--- src/rtl/usb_data_fifo.sv ---
// -----------------------------------------------------------------------------
// usb_data_fifo
//   First-word-fall-through data queue between a USB packet source and an AXI
//   side consumer. The source has no backpressure, so pushes into a full queue
//   are dropped. Each drop sets a sticky overflow flag and increments a
//   saturating drop counter.
//
// Ports
//   axi_clk          in   sole clock, rising edge
//   rst              in   synchronous active-high reset
//   flush_i          in   synchronous flush of entries and status
//   usb_data_i       in   write data [DATA_W]
//   usb_data_valid_i in   push request
//   usb_data_o       out  head-of-queue data (combinational read)
//   usb_data_valid_o out  head entry valid
//   usb_data_ready_i in   consumer accepts head entry
//   count_o          out  occupancy [$clog2(DEPTH)+1]
//   almost_full_o    out  registered (count >= AFULL_THRESH)
//   overflow_o       out  sticky drop flag
//   drop_cnt_o       out  saturating dropped-push count [16]
// -----------------------------------------------------------------------------
module usb_data_fifo #(
   parameter int unsigned DATA_W       = 64,
   parameter int unsigned DEPTH        = 8,
   parameter int unsigned AFULL_THRESH = DEPTH - 2
) (
   input  logic                     axi_clk,
   input  logic                     rst,
   input  logic                     flush_i,
   input  logic [DATA_W-1:0]        usb_data_i,
   input  logic                     usb_data_valid_i,
   output logic [DATA_W-1:0]        usb_data_o,
   output logic                     usb_data_valid_o,
   input  logic                     usb_data_ready_i,
   output logic [$clog2(DEPTH):0]   count_o,
   output logic                     almost_full_o,
   output logic                     overflow_o,
   output logic [15:0]              drop_cnt_o
);

   localparam int unsigned AW = $clog2(DEPTH);
   localparam int unsigned CW = AW + 1;
   localparam logic [CW-1:0] DepthC = CW'(DEPTH);
   localparam logic [CW-1:0] AfullC = CW'(AFULL_THRESH);

   if (DEPTH < 2 || (DEPTH & (DEPTH - 1)) != 0) begin : g_bad_depth
      $error("usb_data_fifo: DEPTH must be a power of 2 and at least 2");
   end
   if (AFULL_THRESH < 1 || AFULL_THRESH > DEPTH) begin : g_bad_afull
      $error("usb_data_fifo: AFULL_THRESH must lie in 1..DEPTH");
   end

   logic [DATA_W-1:0] r_mem [DEPTH];
   logic [AW-1:0]     r_rd_ptr;
   logic [AW-1:0]     r_wr_ptr;
   logic [CW-1:0]     r_count;
   logic              r_afull;
   logic              r_overflow;
   logic [15:0]       r_drop_cnt;

   logic              w_pop;
   logic              w_push;
   logic              w_drop;
   logic              w_wr_en;
   logic [CW-1:0]     w_count_next;

   // A pop frees a slot in the same cycle, so a full queue still accepts a push
   // alongside it.
   assign w_pop   = (r_count != '0) && usb_data_ready_i;
   assign w_push  = usb_data_valid_i && ((r_count < DepthC) || w_pop);
   assign w_drop  = usb_data_valid_i && !w_push;
   assign w_wr_en = w_push && !rst && !flush_i;

   always_comb begin
      w_count_next = r_count;
      unique case ({w_push, w_pop})
         2'b10:   w_count_next = r_count + CW'(1);
         2'b01:   w_count_next = r_count - CW'(1);
         default: w_count_next = r_count;
      endcase
   end

   // Storage has no reset; valid/count gate every read so stale words never show.
   always_ff @(posedge axi_clk) begin
      if (w_wr_en) begin
         r_mem[r_wr_ptr] <= usb_data_i;
      end
   end

   always_ff @(posedge axi_clk) begin
      if (rst || flush_i) begin
         r_rd_ptr   <= '0;
         r_wr_ptr   <= '0;
         r_count    <= '0;
         r_afull    <= 1'b0;
         r_overflow <= 1'b0;
         r_drop_cnt <= '0;
      end else begin
         if (w_push) begin
            r_wr_ptr <= r_wr_ptr + AW'(1);
         end
         if (w_pop) begin
            r_rd_ptr <= r_rd_ptr + AW'(1);
         end
         r_count <= w_count_next;
         r_afull <= (w_count_next >= AfullC);
         if (w_drop) begin
            r_overflow <= 1'b1;
            if (r_drop_cnt != 16'hFFFF) begin
               r_drop_cnt <= r_drop_cnt + 16'd1;
            end
         end
      end
   end

   assign usb_data_o       = r_mem[r_rd_ptr];
   assign usb_data_valid_o = (r_count != '0);
   assign count_o          = r_count;
   assign almost_full_o    = r_afull;
   assign overflow_o       = r_overflow;
   assign drop_cnt_o       = r_drop_cnt;

endmodule

--- config.mk ---
export PLATFORM = sky130hd
export DESIGN_NAME = usb_data_fifo
export DESIGN_NICKNAME = d
export VERILOG_FILES = /design/src/rtl/usb_data_fifo.sv
export SDC_FILE = /design/constraint.sdc
export NUM_CORES = 1
export LEC_CHECK = 0
export ABC_AREA = 1
export BUFFER_PORTS_ARGS = -buffer_cell sky130_fd_sc_hd__buf_2
export CAP_MARGIN = 15
export CORE_MARGIN = 10
export CORE_UTILIZATION = 42
export CTS_CLUSTER_DIAMETER = 80
export CTS_CLUSTER_SIZE = 25
export DETAILED_ROUTE_END_ITERATION = 6
export REMOVE_ABC_BUFFERS = 1
export SLEW_MARGIN = 10
export SYNTH_ARGS = -nofsm -noshare
export SYNTH_HDL_FRONTEND = slang
export SYNTH_SLANG_ARGS = --single-unit
--- constraint.sdc ---
create_clock -name axi_clk -period 9.1 [get_ports axi_clk]
set_input_delay 1.82 -clock axi_clk [delete_from_list [all_inputs] [get_ports axi_clk]]
set_output_delay 1.82 -clock axi_clk [all_outputs]
set_load 0.03 [all_outputs]
* After elaboration in Yosys (flattened, before gate mapping)
Memory sizes are Yosys's and may differ from the RTL's. A register that Yosys moved wholly into a read port is not among the register bits.
Cells that the tools add are included.
** Storage, ports and cells
- Memory bits (read-only) :: 0
- Bits in registers :: 28
- Output and inout port bits :: 87
- Memories :: 1
- Bits in writable memories :: 512
- Bits in latches :: 0
** Memory list
- r_mem :: words 8, bits a word 64, read ports 1, clocked after Yosys merged registers in 1, write ports 1, line 53 : logic [DATA_W-1:0] r_mem [DEPTH];
** Operators by class
- Div/mod/pow operators :: 0
- Eq/ne operators :: 3
- $lt $le $gt $ge :: 2
- Shift operators :: 0
- Bitwise operators :: 0
- Add/subtract/negate cells :: 5
- Reductions and logical operators :: 12
- Multiplexer cells :: 5
- Multiply operators :: 0
** Operator list (count)
- adder 16 x 1 -> 16 bit (second input constant) :: 1
- inequality test 16 bit (second input constant) :: 1
- one-hot mux 4 bit (2 select lines) :: 1
- adder 3 x 1 -> 3 bit (second input constant) :: 2
- 2-to-1 mux 3 bit :: 2
- logical AND 1 bit :: 5
- adder 4 x 1 -> 4 bit (second input constant) :: 1
- >= comparator 4 x 3 -> 1 bit (second input constant) :: 1
- < comparator 4 bit (second input constant) :: 1
- nonzero test 4 bit :: 1
- subtractor 4 x 1 -> 4 bit (second input constant) :: 1
- logical NOT 1 bit :: 3
- equality test 2 x 1 -> 1 bit (second input constant) :: 1
- equality test 2 bit (second input constant) :: 1
- logical OR 1 bit :: 2
- 2-to-1 mux 1 bit :: 2
- AND reduction 2 bit :: 1

* Depth between registers and ports, before layout
- Depth in word-level cells :: 8
- Depth in mapped cells :: 15

* Worst setup path after synthesis
Ideal clock, no wire load.
- Path type :: input to register
- Start :: input port usb_data_ready_i
- End :: memory r_mem[0][0], enable pin
- Setup slack :: 1839 ps
- Stages :: 5
- Path buffers :: 0
- Data required time :: 8535 ps
- Arrival time :: 6696 ps
- Path through :: or2_1 -> nand2_1 -> nor2_1 -> inv_1 -> nor3_1
** On the way
- Longest elaborated chain between the ends :: 7
** Ends and longest elaborated chain
- start, declared :: line 34 : input logic usb_data_ready_i,
- logical AND 1 bit :: line 69 : assign w_pop = (r_count != '0) && usb_data_ready_i;
- logical OR 1 bit :: line 70 : assign w_push = usb_data_valid_i && ((r_count < DepthC) || w_pop);
- logical AND 1 bit :: line 70
- logical AND 1 bit (2 in a row) :: line 72 : assign w_wr_en = w_push && !rst && !flush_i;
- 2-to-1 mux 1 bit :: line 85 : if (w_wr_en) begin
- 2-to-1 mux 1 bit (not written as such) :: line 86 : r_mem[r_wr_ptr] <= usb_data_i;
- end, declared :: line 53
Every way passes these cells.

==> summary.md <==
TritonCTS built the clock tree. The worst setup slack after layout is 2.84 ns. Input and output buffers added on the ports amount to 155. The logs give 0.232 for the relative slew slack and 0 for the total setup violations reported at the end of the flow. In this run the vertical extent of the chip is 246 um. The share of power burned in combinational logic was 0.079; the effective utilization at floorplan was 0.425. The clock net in this run drives a total of 543 sinks. Once detail routing completed, the nets flagged for antenna violations numbered 0. The logs give 0 for the count of final hold-check violations and 50300 um^2 for the area of the core region. The largest fanout of any net on the critical path was 98; the final net count was 1878. The number of buffers inserted to repair setup after CTS was 0; the final critical path time including I/O delays and setup was 6.26 ns. The tools report the type of destination of the critical path as a primary output. In this run the deepest clock path goes through 3 buffers. For the aggregate global-route resource usage, the log shows 0.157.

The CTS buffer count was 28. The count of hold buffers inserted by post-cts repair is 0. The register-to-register path setup slack was 6.01 ns. Once the clock tree was built, the resizer swapped 0 gates to a different size.

The clock transition at the registers of the reported paths is 0.10 ns. The switching component of the power came out at 1.06 mW. The cell area that synthesis handed to floorplanning was 21400 um^2. The layout-stage area growth over the synthesis result came out at 10.4%.

The congestion estimate from routability-driven global placement came to 0.804. The via count of the first global-routing pass is 12866, and the non-filler instance count after layout is 2497. Synthesized area per cell: 12.6 um^2. Biggest area consumer among synthesized cells: sky130_fd_sc_hd__edfxtp_1. The cell sitting at the root of the clock tree is a sky130_fd_sc_hd__clkbuf_16. The routed design has 48800 um of wire. Based on the critical path, the design can be clocked at up to 160 MHz.

Most common cell after layout, fill and taps aside: sky130_fd_sc_hd__edfxtp_1. The top cell types in the final layout, fill and taps aside, are sky130_fd_sc_hd__edfxtp_1 (512), sky130_fd_sc_hd__nor2_1 (471), sky130_fd_sc_hd__o21ai_0 (268), sky130_fd_sc_hd__buf_2 (155), sky130_fd_sc_hd__nand2_1 (79). Setup repair after global routing left no endpoint under its margin.

After legalization and detailed placement, the total HPWL measured 25700 um. The clock reaches the later pin of the worst-skew pair after 0.59 ns. For this design the ratio of total power to cell area is 195 nW/um^2. The run gives 3.44 ns as the worst slack at placement. The logs give 7.28 ns for the worst path required time and 5 for the number of detailed-route iterations in the first pass. The first-pass GRT wire length was 75000 um. The kind of critical path is flop to primary output. The synthesized design contains 543 register bits.

The maximum number of pins on one net before global-route repair is 158. The run gives 33 as the count of distinct cell types in the synthesized netlist. The type of element launching the critical path was a flop.

The sequential cell fraction of total power came out at 0.601. The internal power of the cells totals 3.54 mW. The share of cells above drive strength 1 is 0.135. The final worst-path cycle share works out to 0.688. After detailed routing, the number of remaining DRC violations is 0.

Summing all non-filler instances in the final layout gives an area of 23600 um^2. The slew at the pin closest to its max-slew limit is 1.15 ns, and the cell total after placement is 2445. Yosys attributes the largest share of cell area to sky130_fd_sc_hd__edfxtp_1 (72%), sky130_fd_sc_hd__nor2_1 (8.3%), sky130_fd_sc_hd__o21ai_0 (6.3%). The filler cells instantiated in the layout total 4513. The routed layout has 13133 vias. The final number of max-transition violations was 0; the proportion of synthesized chip area in sequential cells was 0.749.

The run gives 0.140 mV as the worst voltage drop across the vdd grid. The H-tree level count is 1, and the total die area is 60300 um^2. The critical path data arrival time is 4.44 ns, and the clock skew is 0.0212 ns. The number of vias per cell after detailed routing came out at 5.26.

Measured along the x axis, the die boundary spans 246 um. After detailed routing, the average wire length per cell comes to 19.5 um. The tools report the leakage power as 7.91 nW. The tools report the overflow left after global routing as 0.

The tools report the clock network fraction of total power as 0.320. The count of synthesis-stage warnings from yosys came out at 0. Class of the tightest hold or removal check: flop to flop.

The tools report the cell count after synthesis as 1702. The run finished with clean final reports. Area share of the largest cell type after synthesis: 0.720. The fraction of power spent switching nets came out at 0.230.

The first routing iteration left 969 violations. 156 I/O pins were placed. Max-cap violations in this run came to 0. The floorplan has 82 rows. For the cell area after placement, the log shows 22600 um^2. For the number of antenna violations at the first check in global routing, the log shows 14.
-- worst max-delay path: stages (launching register included) --
cell	delay [ns]
sky130_fd_sc_hd__dfxtp_4	0.86
sky130_fd_sc_hd__buf_4	0.91
sky130_fd_sc_hd__buf_4	0.90
sky130_fd_sc_hd__o21ai_0	0.22
sky130_fd_sc_hd__o22ai_1	0.21
sky130_fd_sc_hd__nor2_1	0.06
sky130_fd_sc_hd__a31oi_1	0.39
sky130_fd_sc_hd__buf_2	0.29
-- per-layer routing --
metal | vias to the layer above | GRT usage | wire [um]
met4 | 16 | 0.0290 | 607
met1 | 6483 | 0.213 | 22200
li1 | 6317 | - | -
met3 | 53 | 0.0356 | 2860
met5 | - | 0 | 90
met2 | 264 | 0.255 | 23000
-- path summary, 6_finish.rpt --
kind,start,to,depth (start not counted)
setup reg to reg,count_o[3]$_SDFF_PP0_,r_mem[5][1]$_DFFE_PP_,7
hold / removal,r_rd_ptr[2]$_SDFFE_PP0P_,r_rd_ptr[2]$_SDFFE_PP0P_,2
setup / recovery,flop,usb_data_o[26],7
hold reg to reg,r_rd_ptr[2]$_SDFFE_PP0P_,r_rd_ptr[2]$_SDFFE_PP0P_,2
-- flip-flops by register name (all words and copies together), names as in the netlist, named ones only --
register	cells
overflow_o	1
drop_cnt_o	16
r_mem	512
r_rd_ptr	3
count_o	4
r_wr_ptr	3
almost_full_o	1
-- final cells by class --
class | instances | area (um^2) | share of cell area
Antenna cell | 6 | 15.0 | 0.000636
Clock buffer | 34 | 797 | 0.0338
Clock inverter | 12 | 144 | 0.00610
Inverter | 36 | 145 | 0.00615
Multi-Input combinational cell | 1021 | 4740 | 0.201
Sequential cell | 543 | 16000 | 0.678
Tap cell | 672 | 841 | 0.0356
Timing Repair Buffer | 173 | 911 | 0.0386
-- cell usage after synthesis --
cell	n
sky130_fd_sc_hd__buf_8	4
sky130_fd_sc_hd__edfxtp_1	512
sky130_fd_sc_hd__nand3b_1	2
sky130_fd_sc_hd__inv_2	3
sky130_fd_sc_hd__nand2_1	79
sky130_fd_sc_hd__clkbuf_2	2
sky130_fd_sc_hd__clkbuf_1	51
sky130_fd_sc_hd__ha_1	6
sky130_fd_sc_hd__nand4_1	5
sky130_fd_sc_hd__dfxtp_1	31
sky130_fd_sc_hd__buf_2	21
sky130_fd_sc_hd__buf_1	8
sky130_fd_sc_hd__xnor2_1	5
sky130_fd_sc_hd__buf_4	11
sky130_fd_sc_hd__inv_1	33
sky130_fd_sc_hd__o22ai_1	64
sky130_fd_sc_hd__nor2_2	10
sky130_fd_sc_hd__nor3b_1	1
sky130_fd_sc_hd__buf_12	1
sky130_fd_sc_hd__a21oi_1	18
sky130_fd_sc_hd__or2_1	1
sky130_fd_sc_hd__nor2_1	475
sky130_fd_sc_hd__o21ai_1	1
sky130_fd_sc_hd__nor3_1	5
sky130_fd_sc_hd__buf_6	4
sky130_fd_sc_hd__nor2_4	1
sky130_fd_sc_hd__o21a_1	1
sky130_fd_sc_hd__nand3_1	10
sky130_fd_sc_hd__o21ai_0	268
sky130_fd_sc_hd__o21ai_2	1
sky130_fd_sc_hd__xor2_1	2
sky130_fd_sc_hd__a31oi_1	65
sky130_fd_sc_hd__a21oi_2	1
-- stage by stage --
step / utilization / TNS, ns / power [mW] / hold WS (ns)
2_1_floorplan: - / -73.52 / 3.05 / 0.433
3_3_place_gp: 0.450 / 0 / 3.18 / 0.446
3_5_place_dp: 0.450 / 0 / 3.19 / 0.453
4_1_cts: 0.469 / 0 / 4.64 / 0.475
5_1_grt: 0.469 / 0 / 4.77 / 0.493
6_report: 0.469 / 0 / 4.59 / 0.475
-- power by group through the flow --
stage | combinational (mW) | clock [mW] | sequential [mW]
finish | 0.364 | 1.47 | 2.76
global route | 0.405 | 1.60 | 2.77
CTS | 0.370 | 1.51 | 2.76
detailed placement | 0.369 | 0 | 2.82
global placement | 0.364 | 0 | 2.82
floorplan | 0.217 | 0 | 2.83
-- cells by family after synthesis --
group	after synthesis	synth area share
AND/OR/NAND/NOR	589	0.107
flip-flops	543	0.749
AO/OA/AOI/OAI	419	0.106
buffers and inverters	138	0.0318
XOR/XNOR	7	0.00287
adder cells (fa/ha/maj)	6	0.00351
No activity file was read; power rests on OpenSTA's default activity.
